===== config.mk =====
export PLATFORM = sky130hd
export DESIGN_NAME = seg7_scan_driver
export DESIGN_NICKNAME = d
export VERILOG_FILES = /design/src/rtl/seg7_pkg.sv /design/src/rtl/seg7_hex_decode.sv /design/src/rtl/seg7_scan_driver.sv
export SDC_FILE = /design/constraint.sdc
export NUM_CORES = 1
export LEC_CHECK = 0
export CORE_UTILIZATION = 50
export CTS_CLUSTER_DIAMETER = 80
export CTS_CLUSTER_SIZE = 14
export DETAILED_ROUTE_END_ITERATION = 8
export GPL_ROUTABILITY_DRIVEN = 0
export PLACE_DENSITY = 0.76
export SYNTH_ARGS = -nofsm -noshare
export SYNTH_HDL_FRONTEND = slang
export SYNTH_SLANG_ARGS = --single-unit

===== constraint.sdc =====
create_clock -name clk -period 2.4 [get_ports clk]
set_clock_uncertainty 0.05 [all_clocks]
set_input_delay 0.24 -clock clk [delete_from_list [all_inputs] [get_ports clk]]
set_output_delay 0.24 -clock clk [all_outputs]
set_load 0.01 [all_outputs]

===== src/rtl/seg7_pkg.sv =====
// Shared constants for the 7-segment scan driver: field widths and the hex glyph table.
// Segment order is seg[6]=a ... seg[0]=g, active-high before any output polarity inversion.
package seg7_pkg;
   localparam int SEG_W    = 7;
   localparam int NIBBLE_W = 4;

   localparam logic [SEG_W-1:0] SEG_TABLE [16] = '{
      7'h7E, 7'h30, 7'h6D, 7'h79, 7'h33, 7'h5B, 7'h5F, 7'h70,
      7'h7F, 7'h7B, 7'h77, 7'h1F, 7'h4E, 7'h3D, 7'h4F, 7'h47
   };
endpackage


===== src/rtl/seg7_hex_decode.sv =====
// Hex nibble to 7-segment glyph lookup.
// Purely combinational, zero latency, no flow control.
module seg7_hex_decode
   import seg7_pkg::*;
(
   input  logic [NIBBLE_W-1:0] hex,
   output logic [SEG_W-1:0]    seg
);
   assign seg = SEG_TABLE[hex];
endmodule


===== src/rtl/seg7_scan_driver.sv =====
// Multiplexed 7-segment scanner with a shadow register committed only at frame boundaries.
// Outputs are combinational from registered state; SEG7_LEADING_ZERO_BLANK_EN enables leading-zero blanking.
module seg7_scan_driver
   import seg7_pkg::*;
#(
   parameter int NUM_DIGITS  = 4,
   parameter int REFRESH_DIV = 1000,
   parameter int ACTIVE_LOW  = 0
) (
   input  logic                           clk,
   input  logic                           rst,
   input  logic                           load,
   input  logic [NIBBLE_W*NUM_DIGITS-1:0] value,
   input  logic [NUM_DIGITS-1:0]          dp_in,
   output logic [SEG_W-1:0]               seg,
   output logic                           dp,
   output logic [NUM_DIGITS-1:0]          an,
   output logic                           pending,
   output logic                           frame_done
);
   localparam int VAL_W = NIBBLE_W * NUM_DIGITS;
   localparam int CNT_W = (REFRESH_DIV > 1) ? $clog2(REFRESH_DIV) : 1;
   localparam int IDX_W = (NUM_DIGITS > 1) ? $clog2(NUM_DIGITS) : 1;
   localparam logic [CNT_W-1:0] CNT_LAST = CNT_W'(REFRESH_DIV - 1);
   localparam logic [IDX_W-1:0] IDX_LAST = IDX_W'(NUM_DIGITS - 1);

   logic [CNT_W-1:0]      cnt_q, cnt_d;
   logic [IDX_W-1:0]      idx_q, idx_d;
   logic [VAL_W-1:0]      disp_val_q, disp_val_d;
   logic [NUM_DIGITS-1:0] disp_dp_q, disp_dp_d;
   logic [VAL_W-1:0]      shadow_val_q, shadow_val_d;
   logic [NUM_DIGITS-1:0] shadow_dp_q, shadow_dp_d;
   logic                  pending_q, pending_d;
   logic                  frame_done_q, frame_done_d;
   logic                  tick, commit;

   always_comb begin
      tick         = (cnt_q == CNT_LAST);
      commit       = tick && (idx_q == IDX_LAST);
      cnt_d        = tick ? '0 : cnt_q + CNT_W'(1);
      idx_d        = idx_q;
      if (tick) begin
         idx_d = commit ? '0 : idx_q + IDX_W'(1);
      end
      disp_val_d   = disp_val_q;
      disp_dp_d    = disp_dp_q;
      shadow_val_d = shadow_val_q;
      shadow_dp_d  = shadow_dp_q;
      pending_d    = pending_q;
      frame_done_d = commit;
      // A load landing on the commit edge bypasses the shadow, so any older shadow is dropped.
      if (load && commit) begin
         disp_val_d = value;
         disp_dp_d  = dp_in;
         pending_d  = 1'b0;
      end else if (load) begin
         shadow_val_d = value;
         shadow_dp_d  = dp_in;
         pending_d    = 1'b1;
      end else if (commit && pending_q) begin
         disp_val_d = shadow_val_q;
         disp_dp_d  = shadow_dp_q;
         pending_d  = 1'b0;
      end
   end

   always_ff @(posedge clk) begin
      if (rst) begin
         cnt_q        <= '0;
         idx_q        <= '0;
         disp_val_q   <= '0;
         disp_dp_q    <= '0;
         shadow_val_q <= '0;
         shadow_dp_q  <= '0;
         pending_q    <= 1'b0;
         frame_done_q <= 1'b0;
      end else begin
         cnt_q        <= cnt_d;
         idx_q        <= idx_d;
         disp_val_q   <= disp_val_d;
         disp_dp_q    <= disp_dp_d;
         shadow_val_q <= shadow_val_d;
         shadow_dp_q  <= shadow_dp_d;
         pending_q    <= pending_d;
         frame_done_q <= frame_done_d;
      end
   end

   logic [NIBBLE_W-1:0]   nib;
   logic                  dp_raw;
   logic [NUM_DIGITS-1:0] an_raw;
   logic [SEG_W-1:0]      seg_dec, seg_raw;

   always_comb begin
      nib    = '0;
      dp_raw = 1'b0;
      an_raw = '0;
      for (int i = 0; i < NUM_DIGITS; i++) begin
         if (idx_q == IDX_W'(i)) begin
            nib       = disp_val_q[i*NIBBLE_W +: NIBBLE_W];
            dp_raw    = disp_dp_q[i];
            an_raw[i] = 1'b1;
         end
      end
   end

   seg7_hex_decode u_hex_decode (
      .hex (nib),
      .seg (seg_dec)
   );

`ifdef SEG7_LEADING_ZERO_BLANK_EN
   logic zero_run, blank_cur;

   // Walk from the most significant digit down; digit 0 is never considered for blanking.
   always_comb begin
      zero_run  = 1'b1;
      blank_cur = 1'b0;
      for (int i = NUM_DIGITS - 1; i >= 1; i--) begin
         zero_run = zero_run && (disp_val_q[i*NIBBLE_W +: NIBBLE_W] == '0);
         if (idx_q == IDX_W'(i)) begin
            blank_cur = zero_run;
         end
      end
   end

   assign seg_raw = blank_cur ? '0 : seg_dec;
`else
   assign seg_raw = seg_dec;
`endif

   assign seg        = (ACTIVE_LOW != 0) ? ~seg_raw : seg_raw;
   assign dp         = (ACTIVE_LOW != 0) ? ~dp_raw  : dp_raw;
   assign an         = (ACTIVE_LOW != 0) ? ~an_raw  : an_raw;
   assign pending    = pending_q;
   assign frame_done = frame_done_q;
endmodule


# Word-level counts from Yosys, hierarchy flattened
# Memory sizes are Yosys's and may differ from the RTL's.
# Index checks and enable logic that the tools add are counted.
# totals
reg_bits	54
mem_bits_ro	112
inputBits	23
wordCells	52
n_memories	1
# mem_list
name	words	word_bits	rd	rd_ports_with_merged_regs	write_ports	line_no	text
(name not given)	16	7	1	0	0	seg7_hex_decode.sv:9	assign seg = SEG_TABLE[hex];
# classes
addsub	2
order_cmp	1
eq_ne	5
mux	23
bitwise	2
reduce_logical	10
# ops
op	count
$mux W16	3
$mux W4	7
$mux W7	2
$add A10 B1 Y10 const B	1
$eq A10 B10 Y1 const B	1
$mux W1	10
$ge A5 B5 Y1 const B	1
$not A4 Y5	1
$eq A2 B2 Y1 const B	2
$reduce_and A2 Y1	2
$reduce_bool A2 Y1	2
$reduce_or A2 Y1	2
$logic_and A1 B1 Y1	3
$add A2 B1 Y2 const B	1
$eq A2 B1 Y1 const B	1
$logic_not A2 Y1	1
$mux W2	1
$ne A2 B1 Y1 const B	1
$not A1 Y1	1

# Depth between registers and ports, before layout
# Gate-level depths: netlist of run 1.
# depth
ltp_word	9
depth_mapped	10
mapped_depth_nobuf	9

# Modules after synthesis
# Synthesis of run 1 repeated with hierarchy kept, for this count alone.
# hier_totals
cells_unflattened	343
hier_area_um2	3215.6
# modules_own_cells
module	instances	cells_each	area_per_inst_um2	seq_area_each_um2
seg7_scan_driver	1	310	2927.8	1081.0
seg7_hex_decode	1	33	287.8	0.0

# Worst setup path after synthesis of run 1
# OpenSTA, ideal clock, no wires.
# synth_path
kind	reg2out
from	reg idx_q[0]
to	out seg[0]
arrival_time_ns	2.479
required_ns	2.110
slack_ns	-0.369
path_stages_with_launch	9
path_cell_list	dfxtp_1 > ha_1 > buf_6 > clkbuf_1 > a221oi_1 > inv_1 > ha_1 > mux2_2 > a22oi_1
# synth_via
elab_chain_len	9
elab_cells_between_ends	12
classes_between	eq/ne: 3; mux: 6; bitwise: 1; reduce/logical: 1; memory: 1
# synth_lines
item	line_no	text
start, declared	seg7_scan_driver.sv:28	logic [IDX_W-1:0] idx_q, idx_d;
start signal, assigned	seg7_scan_driver.sv:79	idx_q <= idx_d;
$logic_not A2 Y1	seg7_scan_driver.sv:99	if (idx_q == IDX_W'(i)) begin
$mux W4 (3 in a row)	seg7_scan_driver.sv:99	
$mux W4 (*)	seg7_scan_driver.sv:99	
$not A4 Y5 (implied by the code) (*)	seg7_hex_decode.sv:9	
$mem_v2 Z16 W7 (*)	-	
$mux W7 (implied by the code) (*) (2 in a row)	seg7_hex_decode.sv:9	
end, declared	seg7_scan_driver.sv:15	output logic [SEG_W-1:0] seg,
# Every way passes the cells marked *; elsewhere a longest branch is shown, timed or not. The select of a mux whose other input is x is not followed.

# Worst setup path in the final report of run 1
# layout_path
from	reg idx_q[1]
to	out seg[3]
# The elaborated chain is that of the path after synthesis.

==> results.md, run 1 <==
- The run finished, with violations left.
- The final reports fail on negative setup slack.
- The count of buffers added on input and output ports is 36.
- The worst setup path is launched from a flip-flop.
- The portion of synthesized area spent on multiplexers is 2.63%.
- The number of slew-limit violations in the final report came to 0.
- The chip width is about 77 um.
- The number of clock buffers added by TritonCTS is 5.
- Setup slack on the critical path of the routed design comes to -0.268 ns.
- The largest voltage drop on the vdd net is 0.000276 V.
- The clock slew at the register clock pins of the worst setup and hold paths is roughly 0.09 ns.
- Counting every sink on the clock net gives between 50 and 60.
- The most numerous cell type found on the critical path is buf_6.
- In this run the static leakage power is ~1.4 nW.
- After filler insertion, the fill cell instance count of the layout stands at approximately 430.
- Summed over all layers, the routed wires come to ~6.8 mm.
- The count of distinct cell types in the synthesized netlist is 42.
- In the final layout, the share of cells above drive strength 1 is 27.4%.
- The global-route wire length before repair is about 12 mm.
- The final setup violation count is 7.
- In the synthesized netlist, the number of instances is roughly 340.
- The die footprint is between 5000 and 6000 um^2.
- In the final routed layout, each cell accounts on average for around 15 um.
- In this run the critical register-to-register path is launched from cnt_q[0].
- The design area is approximately 3700 um^2.
- Of all flip-flops after synthesis, the portion carrying an async set or reset was 0%.
- The core outline area is roughly 5300 um^2.
- The maximum fanout encountered on the critical timing path is 6.
- For this run, the top clock speed supported by timing is around 0.37 GHz.
- The clock passes through at most 2 buffers.
- Once layout is complete, the utilization of the core stands at between 60% and 70%.
- The number of cells in the design after placement is ~450.
- Sorting the synthesized cells by area gives the leading types as dfxtp_1, nand2_1, o31ai_2.
- The number of nets produced by synthesis is between 300 and 400.
- The start point of the worst hold path is shadow_val_q[9].
- The sum of overflow across all layers after global routing is 0.
- The count of flip-flops with a built-in enable after synthesis is 0.
- The critical path goes through inv_4 -> ha_4 -> buf_6 -> nand3b_1 -> a221oi_2 -> buf_4 -> buf_6 -> mux2_4 -> mux2i_2 -> buf_2.
- Summing the sequential cell areas from Yosys gives between 30% and 40% of the chip area.
- The deepest level of the CTS H-tree is 2.
- The slowest cell on the critical path is dfxtp_4.
- The mapped netlist covers ~2800 um^2.
- The largest net degree at the start of global routing is 25.
- The y dimension of the die is about 77 um.
- The path class of the tightest hold or removal check is reg -> reg.
- The arrival time of the worst setup path is between 2 and 2.5 ns.
- The initial antenna violation count was 0.
- The per-instance average area after synthesis is about 8.3 um^2.
- Setup repair after global routing could not meet its margin everywhere.
- 0 antenna diodes ended up in the layout.
- The main combinational cell family by area after synthesis is compound AO/OA/AOI/OAI gates.
- For the worst setup path, the data required time is 2.11 ns.
- The remaining number of nets flagged by the antenna check after routing is 0.
- On the worst path, the slowest cell contributes a delay of a little under 0.4 ns.
- The number of design-rule violations left by the first detailed-router iteration is 142.
- The first-pass iteration count of the detailed router is 4.
- Global routing used 25.2% of the available tracks.
- The layout overhead on the synthesized area is 30.9%.
- The starting density of the core is 53.3%.
- The most used flip-flop cell after synthesis is dfxtp_1.
- For this run, the number of Yosys warnings is 0.
- STA classifies the critical path endpoint as an output pin.
- After detailed placement, the total cell area comes to around 3400 um^2.
- Summing the areas of all compound-gate instances in the mapped netlist gives ~23% of the synthesized area.
- The clock root buffer is clkbuf_8.
- The final instance count without filler cells is around 460.
- In this run the count of I/O pins placed on the die edge is 37.
- In the routed layout, each cell is associated on average with a via count of about 5.5.
- TritonCTS built the clock tree.
- The HPWL after detailed placement is about 4.5 mm.
- At the pin with the least slew margin, the transition time is about 0.35 ns.
- After Yosys synthesis, full adders, half adders and majority gates account for under 10% of the synthesized area.
- The library cell with the largest summed area after synthesis is dfxtp_1.
- By instance count, the leading cell after synthesis is nand2_1.
- The later pin in the worst-skew pair is clocked with a latency of just over 0.3 ns.
- In the final layout, the multi-input gates occupy approximately 1700 um^2.
- The type of the setup path with the least slack is reg -> out.
- The number of nets at the end of the flow is 429.
- The commonest cells after synthesis are nand2_1, dfxtp_1, a21oi_1.
- After detailed routing, the number of remaining DRC violations is 0.
- The number of vias in the routed layout is ~2500.
- The count of final hold-check violations is 0.
- After layout, the worst path uses 111% of the clock period.
- The synthesized design contains 54 register bits.
- The total area of sequential cells is between 1000 and 1500 um^2.
- The number of placement rows is 26.
- The via count of the first global-routing pass came to roughly 2500.
- The critical path starts at idx_q[1].
- Summing the areas of all and, or, nand and nor instances in the mapped netlist gives a little over a fifth of the synthesized area.
- The top cell type by area accounts for approximately two fifths of the synthesized area.
- The total power density per cell area is around 430 nW/um^2.
- The worst path in the final design needs a cycle of roughly 2.7 ns, including I/O delays and setup.
- The worst pin sits at a relative slew slack of between 70 and 80%.
- The post-synthesis xor/xnor area fraction is 2.81%.
- The count of max-cap constraint violations is 0.
- The cts-stage hold buffer count is 0.
flip-flops by register name (all words and copies together), names as in the netlist:
register      flops
disp_val_q       16
shadow_val_q     16
cnt_q            10
disp_dp_q         4
shadow_dp_q       4
idx_q             2
frame_done        1
pending           1
final timing paths:
path	end	slack, ns	cells after the start
min	shadow_val_q[9]	0.41	2
max	seg[3]	-0.27	10
max reg2reg	disp_dp_q[2]	0.30	5
min reg2reg	shadow_val_q[9]	0.41	2
cell usage in the layout (no fill, tap or decap), drive strengths merged, types with 2 or more instances in the layout:
cell	n
a21oi	47
xor2	4
xnor2	5
and3	2
dfxtp	54
a2bb2oi	2
inv	14
nand2	68
clkdlybuf4s50	28
nand4	3
nand3b	5
nor3b	5
mux2	3
nor3	2
nand3	4
mux2i	4
a41oi	2
nor2	35
a221oi	4
o31ai	20
o21ai	2
ha	12
clkbuf	5
buf	46
or3	2
a211oi	3
where the power goes:
group | total [mW] | switching (mW) | internal (mW)
registers | 0.930 | 0.0130 | 0.917
logic | 0.138 | 0.0738 | 0.0638
clock network | 0.502 | 0.300 | 0.202
critical path: cells and delay by family (launching register included):
| kind | cells | cell delay [ns] |
|---|---|---|
| DFF | 1 | 0.39 |
| adders and majority gates | 1 | 0.17 |
| AOI/OAI and AO/OA | 1 | 0.26 |
| muxes | 2 | 0.43 |
| buffers and inverters | 5 | 0.63 |
| and+or+nand+nor | 1 | 0.20 |
layer usage:
| layer | vias to the layer above | track usage (%) | wire length, um |
|---|---|---|---|
| met2 | 62 | 44.2 | 3440 |
| met5 | - | 0 | 0 |
| met4 | 0 | 10.2 | 112 |
| met3 | 11 | 4.76 | 270 |
| met1 | 1192 | 29.9 | 2930 |
| li1 | 1267 | - | - |
stage by stage:
step	hold slack [ns]	setup TNS, ns	power (mW)	setup slack, ns
5_1_grt	0.429	-2.27	1.65	-0.360
3_5_place_dp	0.398	-2.62	1.09	-0.423
3_3_place_gp	0.382	-2.32	1.09	-0.390
2_1_floorplan	0.326	0	1.03	0.000426
6_report	0.409	-1.61	1.57	-0.268
4_1_cts	0.410	-1.49	1.58	-0.230
area by class of cell:
class                      count  area share (%)
sequential                    54            29.6
inverter                      13            1.47
multi-input combinational    244            46.4
tap                           70            2.39
clock inverter                 2           0.375
timing repair buffer          76            17.9
clock buffer                   5            1.87
cell families after synthesis:
kind of cell / after synthesis
fa+ha+maj: 12
mux: 7
compound gates: 85
simple gates: 131
xor+xnor: 9
buf+inv: 39
flops: 54
what timing repair did:
item                       4_1_cts  5_1_grt
setup endpoints to repair        8        7
buffers inserted                 4        0
pin swaps                        7        3
gates resized for setup         63        9
(Power assumes the default switching activity.)
==> inputs of run 2 (changes only) <==
--- a/config.mk
+++ b/config.mk
@@ -11,6 +11,7 @@
 export DETAILED_ROUTE_END_ITERATION = 8
 export GPL_ROUTABILITY_DRIVEN = 0
 export PLACE_DENSITY = 0.76
+export SLEW_MARGIN = 20
 export SYNTH_ARGS = -nofsm -noshare
 export SYNTH_HDL_FRONTEND = slang
 export SYNTH_SLANG_ARGS = --single-unit
==> results of run 2 <==
The final DEF is identical to that of run 1; final timing and power are the same.
